**src/rtl/dbg_pkg.sv**
```systemverilog
// ---------------------------------------------------------------------------
// dbg_pkg -- shared encodings for the debug run controller.
//   state_t      : controller states (HALTED / RUNNING / STEPPING)
//   cmd_op_t     : debugger command codes carried on cmd_op
//   halt_cause_t : reason the core last entered HALTED
// ---------------------------------------------------------------------------
package dbg_pkg;

  typedef enum logic [1:0] {
    ST_HALTED   = 2'b00,
    ST_RUNNING  = 2'b01,
    ST_STEPPING = 2'b10
  } state_t;

  typedef enum logic [1:0] {
    OP_HALT = 2'b00,
    OP_RUN  = 2'b01,
    OP_STEP = 2'b10,
    OP_RSVD = 2'b11
  } cmd_op_t;

  typedef enum logic [1:0] {
    CAUSE_RESET = 2'b00,
    CAUSE_HALT  = 2'b01,
    CAUSE_STEP  = 2'b10,
    CAUSE_BP    = 2'b11
  } halt_cause_t;

endpackage

```
**src/rtl/debug_run_ctrl.sv**
```systemverilog
// ---------------------------------------------------------------------------
// debug_run_ctrl -- run/halt/single-step controller for a simple core, with
// one PC breakpoint and a retired-instruction counter.
//
// Ports
//   clk, reset        : clock, asynchronous active-high reset
//   cmd_valid/ready   : command handshake (ready is always 1)
//   cmd_op, cmd_count : command code (HALT/RUN/STEP/reserved), STEP count
//   bp_wr, bp_wr_en,
//   bp_wr_addr        : breakpoint register write port
//   pc_current        : PC of the instruction the core would retire now
//   core_en           : core may retire one instruction at this edge
//   halted            : controller is in HALTED
//   halt_cause        : why it halted (reset / HALT / step done / breakpoint)
//   cmd_err           : one-cycle pulse after a RUN/STEP was dropped
//   instr_count       : retired-instruction count (wraps)
// ---------------------------------------------------------------------------
module debug_run_ctrl
  import dbg_pkg::*;
#(
  parameter int XLEN  = 32,
  parameter int CNT_W = 16
) (
  input  logic             clk,
  input  logic             reset,
  input  logic             cmd_valid,
  output logic             cmd_ready,
  input  logic [1:0]       cmd_op,
  input  logic [CNT_W-1:0] cmd_count,
  input  logic             bp_wr,
  input  logic             bp_wr_en,
  input  logic [XLEN-1:0]  bp_wr_addr,
  input  logic [XLEN-1:0]  pc_current,
  output logic             core_en,
  output logic             halted,
  output logic [1:0]       halt_cause,
  output logic             cmd_err,
  output logic [31:0]      instr_count
);

  state_t            state;
  halt_cause_t       cause;
  logic              resume;
  logic [CNT_W-1:0]  steps_left;
  logic              bp_en;
  logic [XLEN-1:0]   bp_addr;

  logic              active;
  logic              bp_hit;
  logic              go_cmd;
  logic              halt_cmd;

  assign cmd_ready  = 1'b1;
  assign active     = (state != ST_HALTED);
  // resume masks the breakpoint for the first cycle after a RUN/STEP so the
  // core can step off the instruction it last stopped on.
  assign bp_hit     = bp_en & (pc_current == bp_addr) & ~resume;
  // Combinational so a breakpoint blocks retirement in the same cycle; the
  // state register is asynchronously reset, so core_en drops with reset.
  assign core_en    = active & ~bp_hit;
  assign halted     = (state == ST_HALTED);
  assign halt_cause = cause;

  assign go_cmd   = cmd_valid & ((cmd_op == OP_RUN) | (cmd_op == OP_STEP));
  assign halt_cmd = cmd_valid & (cmd_op == OP_HALT);

  // Controller state, breakpoint register, step and retirement counters.
  always_ff @(posedge clk or posedge reset) begin
    if (reset) begin
      state       <= ST_HALTED;
      cause       <= CAUSE_RESET;
      resume      <= 1'b0;
      steps_left  <= '0;
      bp_en       <= 1'b0;
      bp_addr     <= '0;
      cmd_err     <= 1'b0;
      instr_count <= 32'd0;
    end else begin
      if (bp_wr) begin
        bp_en   <= bp_wr_en;
        bp_addr <= bp_wr_addr;
      end

      // RUN/STEP are only meaningful from HALTED; elsewhere they are dropped.
      cmd_err <= go_cmd & active;
      resume  <= 1'b0;

      if (core_en) begin
        instr_count <= instr_count + 32'd1;
      end

      case (state)
        ST_HALTED: begin
          if (cmd_valid && (cmd_op == OP_RUN)) begin
            state  <= ST_RUNNING;
            resume <= 1'b1;
          end else if (cmd_valid && (cmd_op == OP_STEP)) begin
            state      <= ST_STEPPING;
            resume     <= 1'b1;
            steps_left <= (cmd_count == '0) ? CNT_W'(1) : cmd_count;
          end else begin
            state <= ST_HALTED;
          end
        end
        ST_RUNNING, ST_STEPPING: begin
          // Breakpoint outranks a coincident HALT command.
          if (bp_hit) begin
            state <= ST_HALTED;
            cause <= CAUSE_BP;
          end else if (halt_cmd) begin
            state <= ST_HALTED;
            cause <= CAUSE_HALT;
          end else if (state == ST_STEPPING) begin
            // No bp_hit here, so core_en is 1 and an instruction retires.
            steps_left <= steps_left - CNT_W'(1);
            if (steps_left == CNT_W'(1)) begin
              state <= ST_HALTED;
              cause <= CAUSE_STEP;
            end else begin
              state <= ST_STEPPING;
            end
          end else begin
            state <= ST_RUNNING;
          end
        end
        default: begin
          state <= ST_HALTED;
        end
      endcase
    end
  end

endmodule

```
**config.mk**
```make
export PLATFORM = sky130hd
export DESIGN_NAME = debug_run_ctrl
export DESIGN_NICKNAME = d
export VERILOG_FILES = /design/src/rtl/dbg_pkg.sv /design/src/rtl/debug_run_ctrl.sv
export SDC_FILE = /design/constraint.sdc
export NUM_CORES = 1
export LEC_CHECK = 0
export BUFFER_PORTS_ARGS = -buffer_cell sky130_fd_sc_hd__buf_2
export CAP_MARGIN = 20
export CORE_UTILIZATION = 53
export CTS_BUF_LIST = sky130_fd_sc_hd__clkbuf_16
export DETAILED_ROUTE_END_ITERATION = 6
export PLACE_DENSITY = 0.8
export SYNTH_ARGS = -nofsm -noshare
export SYNTH_HDL_FRONTEND = slang
export SYNTH_SLANG_ARGS = --single-unit
```
**constraint.sdc**
```tcl
create_clock -name clk -period 3.8 [get_ports clk]
set_clock_uncertainty 0.05 [all_clocks]
set_input_delay 0.57 -clock clk [delete_from_list [all_inputs] [get_ports clk]]
set_output_delay 0.57 -clock clk [all_outputs]
set_load 0.05 [all_outputs]
```
* Word-level counts from Yosys, hierarchy flattened
Index checks and enable logic that the tools add are counted.
** Storage, ports and cells
- Bits in registers :: 87
- Latch bits :: 0
- Memory bits (writable) :: 0
- Bits in read-only memories :: 0
- Input port bits :: 87
- Output and inout bits :: 38
- Word-level logic and storage cells :: 63
- Memories kept :: 0
** Operators by class
- $add $sub $neg :: 2
- Multipliers :: 0
- Divide/modulo/power cells :: 0
- Order comparisons :: 0
- Eq/ne operators :: 11
- Shift operators :: 0
- Muxes and demuxes :: 21
- Bitwise logic cells :: 9
- Reductions and logical operators :: 12
** Operators with widths (number)
- $mux 16 :: 6
- $add 32x1->32 const B :: 1
- $eq 32x32->1 :: 1
- $pmux 16 s2 :: 1
- $mux 2 :: 10
- $eq 16x1->1 const B :: 1
- $logic_not 16->1 :: 1
- $sub 16x1->16 const B :: 1
- $ne 2x2->1 const B :: 4
- $and 1x1->1 :: 6
- $reduce_and 6->1 :: 1
- $reduce_bool 3->1 :: 2
- $eq 2x1->1 const B :: 2
- $eq 2x2->1 const B :: 2
- $logic_not 2->1 :: 2
- $pmux 2 s2 :: 1
- $reduce_bool 2->1 :: 2
- $mux 1 :: 3
- $reduce_and 3->1 :: 1
- $logic_and 1x1->1 :: 2
- $ne 2x1->1 const B :: 1
- $not 1->1 :: 2
- $reduce_or 2->1 :: 1
- $or 1x1->1 :: 1

* Longest topological paths before layout
Gate-level depths: netlist of the first run.
- Word-level depth :: 6
- Depth in mapped cells :: 11
- Mapped depth without buffers :: 8

* Worst setup path after synthesis of the first run
Ideal clock, no wire load.
- Path type :: register to register
- From :: register state[0]
- To :: register steps_left[7]
- Library setup time :: 0.119 ns
- Arrival time :: 2.562 ns
- Required time :: 3.631 ns
- Path slack :: 1.069 ns
- Stages on the path, launching flop included :: 11
- Path buffers :: 2
- Clock period less this slack :: 2.731 ns
- Cell sequence :: dfrtp_1 inv_1 ha_1 buf_2 nand4b_1 a221o_1 clkbuf_1 nor2_1 mux2_2 a31oi_1 o21ba_2
** On the way
- Elaborated cells on any way between the ends :: 12
- Those cells by class :: eq/ne: 7; mux: 1; reduce/logical: 4
** RTL lines
- start: declaration :: RTL line debug_run_ctrl.sv:41 : state_t state;
- start signal: assignment :: RTL line debug_run_ctrl.sv:70 : state <= ST_HALTED;
- start signal: assignment :: RTL line debug_run_ctrl.sv:95 : state <= ST_RUNNING;
- start signal: assignment :: RTL line debug_run_ctrl.sv:98 : state <= ST_STEPPING;
- $logic_not 2->1 *
- net halted :: RTL line debug_run_ctrl.sv:35 : output logic halted,
- $ne 2x1->1 (no source line), or another cell as far along
- $reduce_and 6->1 (no source line)
- end signal: assignment :: RTL line debug_run_ctrl.sv:100 : steps_left <= (cmd_count == '0) ? CNT_W'(1) : cmd_count;
- end signal: assignment :: RTL line debug_run_ctrl.sv:115 : steps_left <= steps_left - CNT_W'(1);
- end: declaration :: RTL line debug_run_ctrl.sv:44 : logic [CNT_W-1:0] steps_left;
The timed path passes the listed nets; every way through them passes the cells marked *.
A chain may end at the register's enable or synchronous reset.

* Final worst setup path of the first run
- From :: register bp_addr[8]
- To :: output core_en
** On the way
- Word-level cells in the longest chain between the ends :: 5
** RTL lines
- start: declaration :: RTL line debug_run_ctrl.sv:46 : logic [XLEN-1:0] bp_addr;
- start signal: assignment :: RTL line debug_run_ctrl.sv:81 : bp_addr <= bp_wr_addr;
- $eq 32x32->1 :: RTL line debug_run_ctrl.sv:57 : assign bp_hit = bp_en & (pc_current == bp_addr) & ~resume;
- $and 1x1->1 (2 in series) :: RTL line debug_run_ctrl.sv:57
- $not 1->1 :: RTL line debug_run_ctrl.sv:60 : assign core_en = active & ~bp_hit;
- $and 1x1->1 :: RTL line debug_run_ctrl.sv:60
- end: declaration :: RTL line debug_run_ctrl.sv:34 : output logic core_en,
Every way passes these cells.

==> results by group, run 1 <==
Setup path
  • Max incr delay on CP: 0.52 ns
  • Data arrival, critical path: 2.34 ns
  • Worst EP required: 3.18 ns
  • FF-to-FF path depth: 8
  • Crit-path max FO: 15
  • Critical Path Start Type: flip-flop
  • CP Capture Type: output pin
  • Critical Path, Cell by Cell: xnor2_1 -> nand2_1 -> a2111oi_0 -> and3_1 -> buf_4 -> nor2_1 -> buf_2
  • CP Class: flip-flop to output pin
  • Slowest CP cell: a2111oi_0
  • Worst Path Buf+Inv: 2
  • CP top delay family: compound AO/OA/AOI/OAI gates
  • Worst path depth: 7

Clock network
  • CTS tree: built
  • Postcts setup bufs: 0
  • Hold_buf cts: 0
  • Clock buffer count from CTS: 9
  • Reg clk slew, reported paths: 0.07 ns
  • CTS Sinks: 87
  • Clk root buf: clkbuf_16
  • H-tree Lvls: 3
  • CTS resizes: 0
  • Max clock buf depth: 2
  • Worst-skew pair later-pin latency: 0.33 ns

Finish
  • Fin util: 66.05%
  • Fin nets: 663
  • Final instance area: 5761 sq um
  • Multi-input gate area: 2422 sq um
  • Area Overhead vs Synth: 20.74%
  • Storage cell area: 2177 sq um
  • Share of cells above drive strength 1: 33.98%
  • # diodes: 0
  • Post-Layout Cell Count: 679
  • Number of fill cells: 686

Synthesis
  • Main synth FF type: dfrtp_1
  • Syn avg cell area: around 11 sq um
  • Number of enable flip-flop cells after synthesis: 0
  • YS warnings: 0
  • Seq cells post-synth: 87
  • Syn Nets: around 540
  • Post-synth cell types: slightly above 60
  • Ys async rst share: 100.0%
  • Post-Synthesis Cells: 445
  • Sequential share of the synthesized area: a little under half
  • Synth Cell Area: 4771 sq um

Place
  • Placed Cells: 663
  • Pre-CTS setup slack: 0.9600 ns
  • Port Buffer Count: roughly 120
  • GPL Wtd Cong: 0.8949
  • Placed instance area: between 5000 and 6000 sq um
  • Dpl hpwl: 8282 um

Floorplan
  • Number of I/O pins: 125
  • Die ar.: 9385 sq um
  • Initial core utilization: a little over half
  • Die width: 96.88 um
  • Rows: 34
  • Core area: 8721 sq um
  • Die height: 96.88 um

Global routing
  • Total gr overflow: 0
  • Total GRT Usage: 25.21%
  • Vias in the first global route: 4065
  • Largest net degree at the start of global routing: 43
  • First-pass GRT wire length: 19260 um
  • Initial antenna violation count: 0

Drt
  • Vias/cell: 5.875
  • Drt total wl: approximately 11000 um
  • DRT iter0 DRCs: 246
  • DRC viols: 0
  • Routed len/inst: 16.78 um
  • ANT nets after route: 0
  • Via count: 3989
  • Number of iterations in the first detailed-routing pass: 4

Timing
  • Fin Hold WS: between 0.2 and 0.3 ns
  • Min cycle time layout: roughly 3 ns
  • Fin crit share: 77.98%
  • Final WS setup: 0.8369 ns
  • Rel. slew slack: 51.56%
  • Pins Over Slew Limit: 0
  • Final Hold Fails: 0
  • TNS Setup: 0 ns
  • Fmax: roughly 340 MHz
  • Slew of the pin with the lowest slew margin: 0.7266 ns
  • Setup violations, final: 0
  • RSZ-0062 raised after global routing: false

Power and ir drop
  • Overall Power: 3.287 mW
  • Power per standard cell area: 570.6 nW/um^2
  • Worst IR Drop VDD: 0.0007642 V
  • Lkg Pwr: 2.508 nW

Min path
  • Hold/Removal Path Class: input port to asynchronous set/reset pin

Run status
  • Status: complete, no violations

Run
  • Maxcap violations: 0
cells in the mapped netlist (2+ instances only):
cell type  count  area share [%]
o211ai_1       7             1.1
o21ai_0        7            0.73
a21oi_1       13             1.4
and3_1        12             1.6
or4_4          2            0.47
or3_1          3            0.39
dfrtp_1       87              46
clkbuf_1      11            0.87
inv_1         16             1.3
nand2b_1       6            0.79
or2_2          2            0.26
a2bb2oi_1      3            0.55
nor4b_1        3            0.55
nand3b_1       2            0.31
or3_4          3            0.71
a31oi_1        3            0.39
mux2_2        35             8.3
nor4_1        16             2.1
buf_4          2            0.31
o2bb2ai_1      2            0.37
nor3b_1        3            0.47
o21ai_1        4            0.42
or4_1          3            0.47
buf_2          3            0.31
ha_1          10             2.6
xor2_1        21             3.9
nor3_1         7            0.73
a32oi_1        2            0.37
and4_1         5            0.92
nor2b_1        3            0.39
o311ai_0       5            0.92
nor2_1        17             1.3
xnor2_1       41             7.5
nand3_1       22             2.3
nand4_1       18             2.4
or4b_1         2            0.42
nand2_1       17             1.3
and2_1         2            0.26
buf_6          2            0.47
sequential cells by signal, indices dropped and copies added, names as in the netlist:
register     cells
cmd_err          1
steps_left      16
resume           1
bp_addr         32
bp_en            1
halt_cause       2
state            2
instr_count     32
power breakdown:
| part | total [mW] | switching [mW] | internal, mW |
|---|---|---|---|
| clock | 0.885 | 0.374 | 0.511 |
| combinational | 1.13 | 0.708 | 0.423 |
| sequential | 1.27 | 0.174 | 1.10 |
worst register-to-register path, stage by stage (launching register included):
cell and delay, ns:
dfrtp_1 0.40, inv_1 0.09, ha_1 0.38, nand4b_1 0.21, a221o_1 0.58, nor2_1 0.28
mux2_2 0.36, a31oi_1 0.13, o21ba_2 0.18
layer usage:
metal	routed length, um	track usage [%]	vias to the layer above
met5	0	0	-
met4	295	10.45	0
met3	718	5.058	26
met2	5393	40.74	157
met1	4988	33.17	1932
li1	-	-	1874
worst paths after layout:
kind / from / to / slack, ns
worst max-delay path: bp_addr[8] / core_en / 0.84
worst min-delay path: reset / instr_count[16] / 0.27
worst max register to register: state[1] / steps_left[7] / 1.02
worst min register to register: instr_count[21] / instr_count[21] / 0.43
max in group asynchronous: reset / resume / 2.64
min in group clk: bp_wr_addr[26] / bp_addr[26] / 0.40
layout make-up:
class / instances / area share (%)
inverters: 16 / 1.064
clock buffers: 9 / 3.910
repair buffers: 130 / 11.60
multi-input cells: 322 / 42.05
well taps: 108 / 2.346
clock inverters: 7 / 1.238
flip-flops and latches: 87 / 37.79
cells in the final DEF, fill, tap and decap left out, types with 9 or more instances in the layout:
cell / instances
buf_2: 123
dfrtp_1: 87
xnor2_1: 41
mux2_2: 35
nand3_1: 22
xor2_1: 21
nand4_1: 18
nand2_1: 17
nor2_1: 17
nor4_1: 16
inv_1: 15
a21oi_1: 13
and3_1: 12
ha_1: 10
clkbuf_16: 9
kinds of logic after synthesis:
logic type,synth area share (%)
AO/OA/AOI/OAI,9.206
XOR/XNOR,11.38
adder cells (fa/ha/maj),2.623
buffers and inverters,3.593
flip-flops,45.63
multiplexers,8.471
other,0.07860
AND/OR/NAND/NOR,19.01
Note: power is estimated with default switching activity, not from simulation.
==> inputs of run 2 (changes only) <==
- clock period: 3.8 -> 2.91 ns (I/O delays scaled with it)
==> run 2 against run 1 <==
Effect of this change:
- sequential share of layout area fell by 0.51 points
- first-iteration DRC count fell by 17%
- largest cell class unchanged
- non-clock buffer count rose by 7
- final cell count rose by 1.0%
- highest routed layer unchanged
- critical path depth rose by 1
- core utilization rose by 0.90 points
- count of clock-buffer cells in the layout did not move
- clock power rose by 41%
==> results by group, run 2 (same netlist as run 1, synthesis figures left out) <==
Place
  • Placed Cells: 670
  • Port Buffer Count: roughly 120
  • Dpl hpwl: 8849 um
  • GPL Wtd Cong: 0.9007
  • Placed instance area: 5517 sq um

Timing
  • Min cycle time layout: 2.667 ns
  • Pins Over Slew Limit: 0
  • Fmax: 375.0 MHz
  • TNS Setup: 0 ns
  • Rel. slew slack: about 37%
  • RSZ-0062 raised after global routing: false
  • Slew of the pin with the lowest slew margin: 0.9447 ns
  • Fin Hold WS: 0.2221 ns
  • Final Hold Fails: 0
  • Fin crit share: 91.63%
  • Setup violations, final: 0

Global routing
  • Initial antenna violation count: 0
  • Largest net degree at the start of global routing: 56
  • Total GRT Usage: 26.48%
  • First-pass GRT wire length: 19880 um
  • Vias in the first global route: about 4100
  • Total gr overflow: 0

Drt
  • Via count: 3990
  • Routed len/inst: 17.38 um
  • Vias/cell: 5.816
  • ANT nets after route: 0
  • DRC viols: 0
  • Drt total wl: about 12000 um
  • Number of iterations in the first detailed-routing pass: 4
  • DRT iter0 DRCs: 203

Clock network
  • Postcts setup bufs: 0
  • H-tree Lvls: 3
  • Reg clk slew, reported paths: 0.07 ns
  • CTS tree: built
  • Max clock buf depth: 2
  • Clk root buf: clkbuf_16
  • CTS Sinks: 87
  • Clock buffer count from CTS: 9
  • Hold_buf cts: 0
  • Worst-skew pair later-pin latency: 0.34 ns

Setup path
  • Crit-path max FO: 11
  • Worst EP required: slightly above 3 ns
  • Data arrival, critical path: 2.85 ns
  • CP Capture Type: flip-flop
  • CP Class: flip-flop to flip-flop
  • Critical Path Start Type: flip-flop

Finish
  • Area Overhead vs Synth: 22.40%
  • Share of cells above drive strength 1: 34.78%
  • Biggest regs: bp_addr (32), instr_count (32), steps_left (16)
  • Final instance area: 5839 sq um
  • Most frequent cells in the layout: buf_2, dfrtp_1, xnor2_1
  • Storage cell area: 2177 sq um
  • Multi-input gate area: 2424 sq um
  • Commonest non-fill, non-tap cell in the layout: buf_2
  • Number of fill cells: 662
  • # diodes: 0
  • Post-Layout Cell Count: 686
  • Fin nets: 670

Run status
  • Status: complete, no violations

Floorplan
  • Core area: 8721 sq um
  • Die ar.: 9385 sq um
  • Rows: 34
  • Initial core utilization: 54.71%
  • Number of I/O pins: approximately 130
  • Die height: 96.88 um
  • Die width: 96.88 um

Power and ir drop
  • Worst IR Drop VDD: about 0.00073 V
  • Power per standard cell area: approximately 760 nW/um^2
  • Lkg Pwr: approximately 2.6 nW
  • Overall Power: around 4.4 mW

Min path
  • Hold/Removal Path Class: input port to asynchronous set/reset pin

Run
  • Maxcap violations: 0
## run 2: path summary, 6_finish.rpt
check,startpoint,endpoint,slack (ns),cells after the start
worst max-delay path,state[0],steps_left[7],0.24,8
worst min-delay path,reset,instr_count[16],0.22,2
worst max register to register,state[0],steps_left[7],0.24,8
worst min register to register,instr_count[31],instr_count[31],0.42,1
max in group asynchronous,reset,halt_cause[0],1.85,3
min in group clk,bp_wr_addr[19],bp_addr[19],0.27,2
## run 2: per-stage QoR
step / worst slack [ns] / utilization (%)
after floorplan: 0.1733 / -
after global placement: 0.4147 / 63.26
after detailed placement: 0.3521 / 63.26
after CTS: 0.1442 / 66.94
after global routing: 0.07693 / 66.96
final: 0.2434 / 66.96
## run 2: area by class of cell
type	count	share of cell area (%)
Sequential cell	87	37.28
Clock inverter	7	1.650
Timing Repair Buffer	137	12.34
Clock buffer	9	3.857
Multi-Input combinational cell	322	41.50
Inverter	16	1.050
Tap cell	108	2.314
## run 2: worst max-delay path, stage by stage, from the launching register on
cell and delay, ns:
dfrtp_1 0.40, inv_1 0.11, ha_1 0.38, nand4b_1 0.23
a221o_1 0.50, nor2_1 0.23, mux2_2 0.35, a31oi_1 0.13
o21ba_2 0.17
## run 2: layer usage
layer / vias to the layer above / wire, um / track usage [%]
li1: 1883 / - / -
met5: - / 0 / 0
met1: 1938 / 4957 / 33.89
met3: 27 / 685 / 5.058
met4: 0 / 323 / 12.17
met2: 142 / 5952 / 43.50
## run 2: what timing repair did
action	in CTS	in global routing
resized for setup	0	1
endpoints found under the hold margin	0	0
setup endpoints to repair	0	1
## run 2: power by group
group,total [mW],internal (mW),switching (mW)
clock network,1.25,0.757,0.492
registers,1.66,1.43,0.228
logic,1.52,0.578,0.944
total,4.43,2.77,1.66
==> inputs of run 3 (changes only) <==
--- a/constraint.sdc
+++ b/constraint.sdc
@@ -4,2 +4,2 @@
 set_output_delay 0.4365 -clock clk [all_outputs]
-set_load 0.05 [all_outputs]
+set_load 0.1 [all_outputs]
==> run 3 against run 2 <==
Effect of this change:
- sequential share of layout area decreased by 0.18 points
- clock power about the same
- global-route usage decreased by 0.19 points
- register-to-register slack improved by 0.14 ns
- sequential cell count unchanged
- via count increased by 2.1%
- count of clock-buffer cells in the layout unchanged
- critical endpoint is now core_en
- combinational power increased by 21%
- worst setup slack got worse by 0.022 ns
- largest power group is now combinational logic
- power increased by 7.6%
==> results by group, run 3 (same netlist as run 1, synthesis figures left out) <==
Drt
  • Drt total wl: 12140 um
  • Vias/cell: 5.920
  • ANT nets after route: 0
  • Via count: 4073
  • Routed len/inst: roughly 18 um
  • DRT iter0 DRCs: about 270
  • Number of iterations in the first detailed-routing pass: 4
  • DRC viols: 0

Global routing
  • Initial antenna violation count: 2
  • Vias in the first global route: 4166
  • Total gr overflow: 0
  • Total GRT Usage: 26.29%
  • First-pass GRT wire length: 19890 um
  • Largest net degree at the start of global routing: 43

Clock network
  • Worst-skew pair later-pin latency: approximately 0.34 ns
  • H-tree Lvls: 3
  • CTS Sinks: a little under 90
  • Reg clk slew, reported paths: 0.07 ns
  • Clock buffer count from CTS: 9
  • Postcts setup bufs: 0
  • Clk root buf: clkbuf_16
  • Max clock buf depth: 2
  • CTS tree: built
  • CTS resizes: 0

Finish
  • Post-Layout Cell Count: between 600 and 700
  • Final instance area: 5868 sq um
  • Biggest regs: bp_addr (32), instr_count (32), steps_left (16)
  • Fin util: 67.29%
  • Most frequent cells in the layout: buf_2, dfrtp_1, xnor2_1
  • Area Overhead vs Synth: 23.00%
  • Commonest non-fill, non-tap cell in the layout: buf_2
  • Share of cells above drive strength 1: between 30% and 40%
  • Fin nets: 670

Power and ir drop
  • Overall Power: 4.769 mW
  • Power per standard cell area: 812.6 nW/um^2
  • Lkg Pwr: 2.557 nW
  • Worst IR Drop VDD: approximately 0.00044 V

Run
  • Maxcap violations: 0

Timing
  • Setup violations, final: 0
  • Rel. slew slack: 50.60%
  • Pins Over Slew Limit: 0
  • Fin crit share: between 90% and 100%
  • TNS Setup: 0 ns
  • Slew of the pin with the lowest slew margin: about 0.74 ns
  • Fmax: 371.9 MHz
  • RSZ-0062 raised after global routing: false
  • Final Hold Fails: 0
  • Min cycle time layout: 2.689 ns

Setup path
  • CP Capture Type: output pin
  • Worst EP required: between 2 and 2.5 ns
  • Critical Path, Cell by Cell: xnor2_1 -> nand4_1 -> nor4_1 -> and3_1 -> nor2_2 -> buf_2
  • Critical Path Start Type: flip-flop
  • CP Class: flip-flop to output pin
  • Crit-path max FO: 3
  • Data arrival, critical path: between 2 and 2.5 ns
  • Max incr delay on CP: roughly 0.48 ns
  • Slowest CP cell: nor4_1

Floorplan
  • Number of I/O pins: between 100 and 150
  • Die width: 96.88 um
  • Rows: 34
  • Initial core utilization: between 50% and 60%
  • Core area: 8721 sq um
  • Die ar.: 9385 sq um
  • Die height: 96.88 um

Place
  • Placed Cells: between 600 and 700
  • GPL Wtd Cong: 0.8814
  • Placed instance area: 5527 sq um
  • Dpl hpwl: about 8800 um
  • Port Buffer Count: 123

Run status
  • Status: complete, no violations

Min path
  • Hold/Removal Path Class: input port to flip-flop
==> run 3: cell types whose count changed in the layout (fill, tap and decap cells not counted), sizes merged <==
cell and delta:
clkinvlp +1, diode +2, buf -1, clkinv -1, dlygate4sd3 +1
==> run 3: per-stage QoR <==
step	hold slack, ns	setup slack (ns)
floorplan	0.4227	0.1103
global placement	0.3520	0.4638
detailed placement	0.3581	0.3664
CTS	0.2641	0.1889
global route	0.2680	0.1013
finish	0.2652	0.2215
==> run 3: final cells by class <==
class | count | area (sq um)
Fill cell | 652 | 2853
Inverter | 16 | 61.31
Clock buffer | 9 | 225.2
Multi-Input combinational cell | 322 | 2427
Timing Repair Buffer | 137 | 735.7
Tap cell | 108 | 135.1
Antenna cell | 2 | 5.005
Sequential cell | 87 | 2177
Clock inverter | 7 | 101.3
==> run 3: repair_timing <==
item | 4_1_cts | 5_1_grt
endpoints found under the hold margin | 16 | 0
setup endpoints to repair | 0 | 0
hold buffers | 1 | 0
==> run 3: power breakdown <==
group / internal [mW] / switching (mW)
logic: 0.586 / 1.25
registers: 1.43 / 0.231
clock network: 0.762 / 0.506
total: 2.78 / 1.99
==> run 3: worst paths after layout <==
check / slack, ns / start / depth (start not counted) / to
hold reg to reg: 0.42 / instr_count[31] / 1 / instr_count[31]
setup reg to reg: 0.38 / state[1] / 8 / steps_left[7]
setup / recovery: 0.22 / bp_addr[31] / 6 / core_en
hold / removal: 0.27 / bp_wr_addr[26] / 3 / bp_addr[26]
max in group asynchronous: 1.55 / reset / 4 / steps_left[11]
min in group asynchronous: 0.54 / reset / 3 / instr_count[16]
==> run 3: per-layer routing <==
layer	share of wire, %	global-route usage [%]
met3	6.3	5.780
met1	40	31.94
met4	2.8	12.40
met2	51	44.37
met5	0	0
==> run 3: worst max-delay path, delay by kind of cell (launching register included) <==
family                    cells  cell delay [ns]
DFF                           1             0.40
and+or+nand+nor               4             0.98
buffers and inverters         1             0.30
xor gates and xnor gates      1             0.18
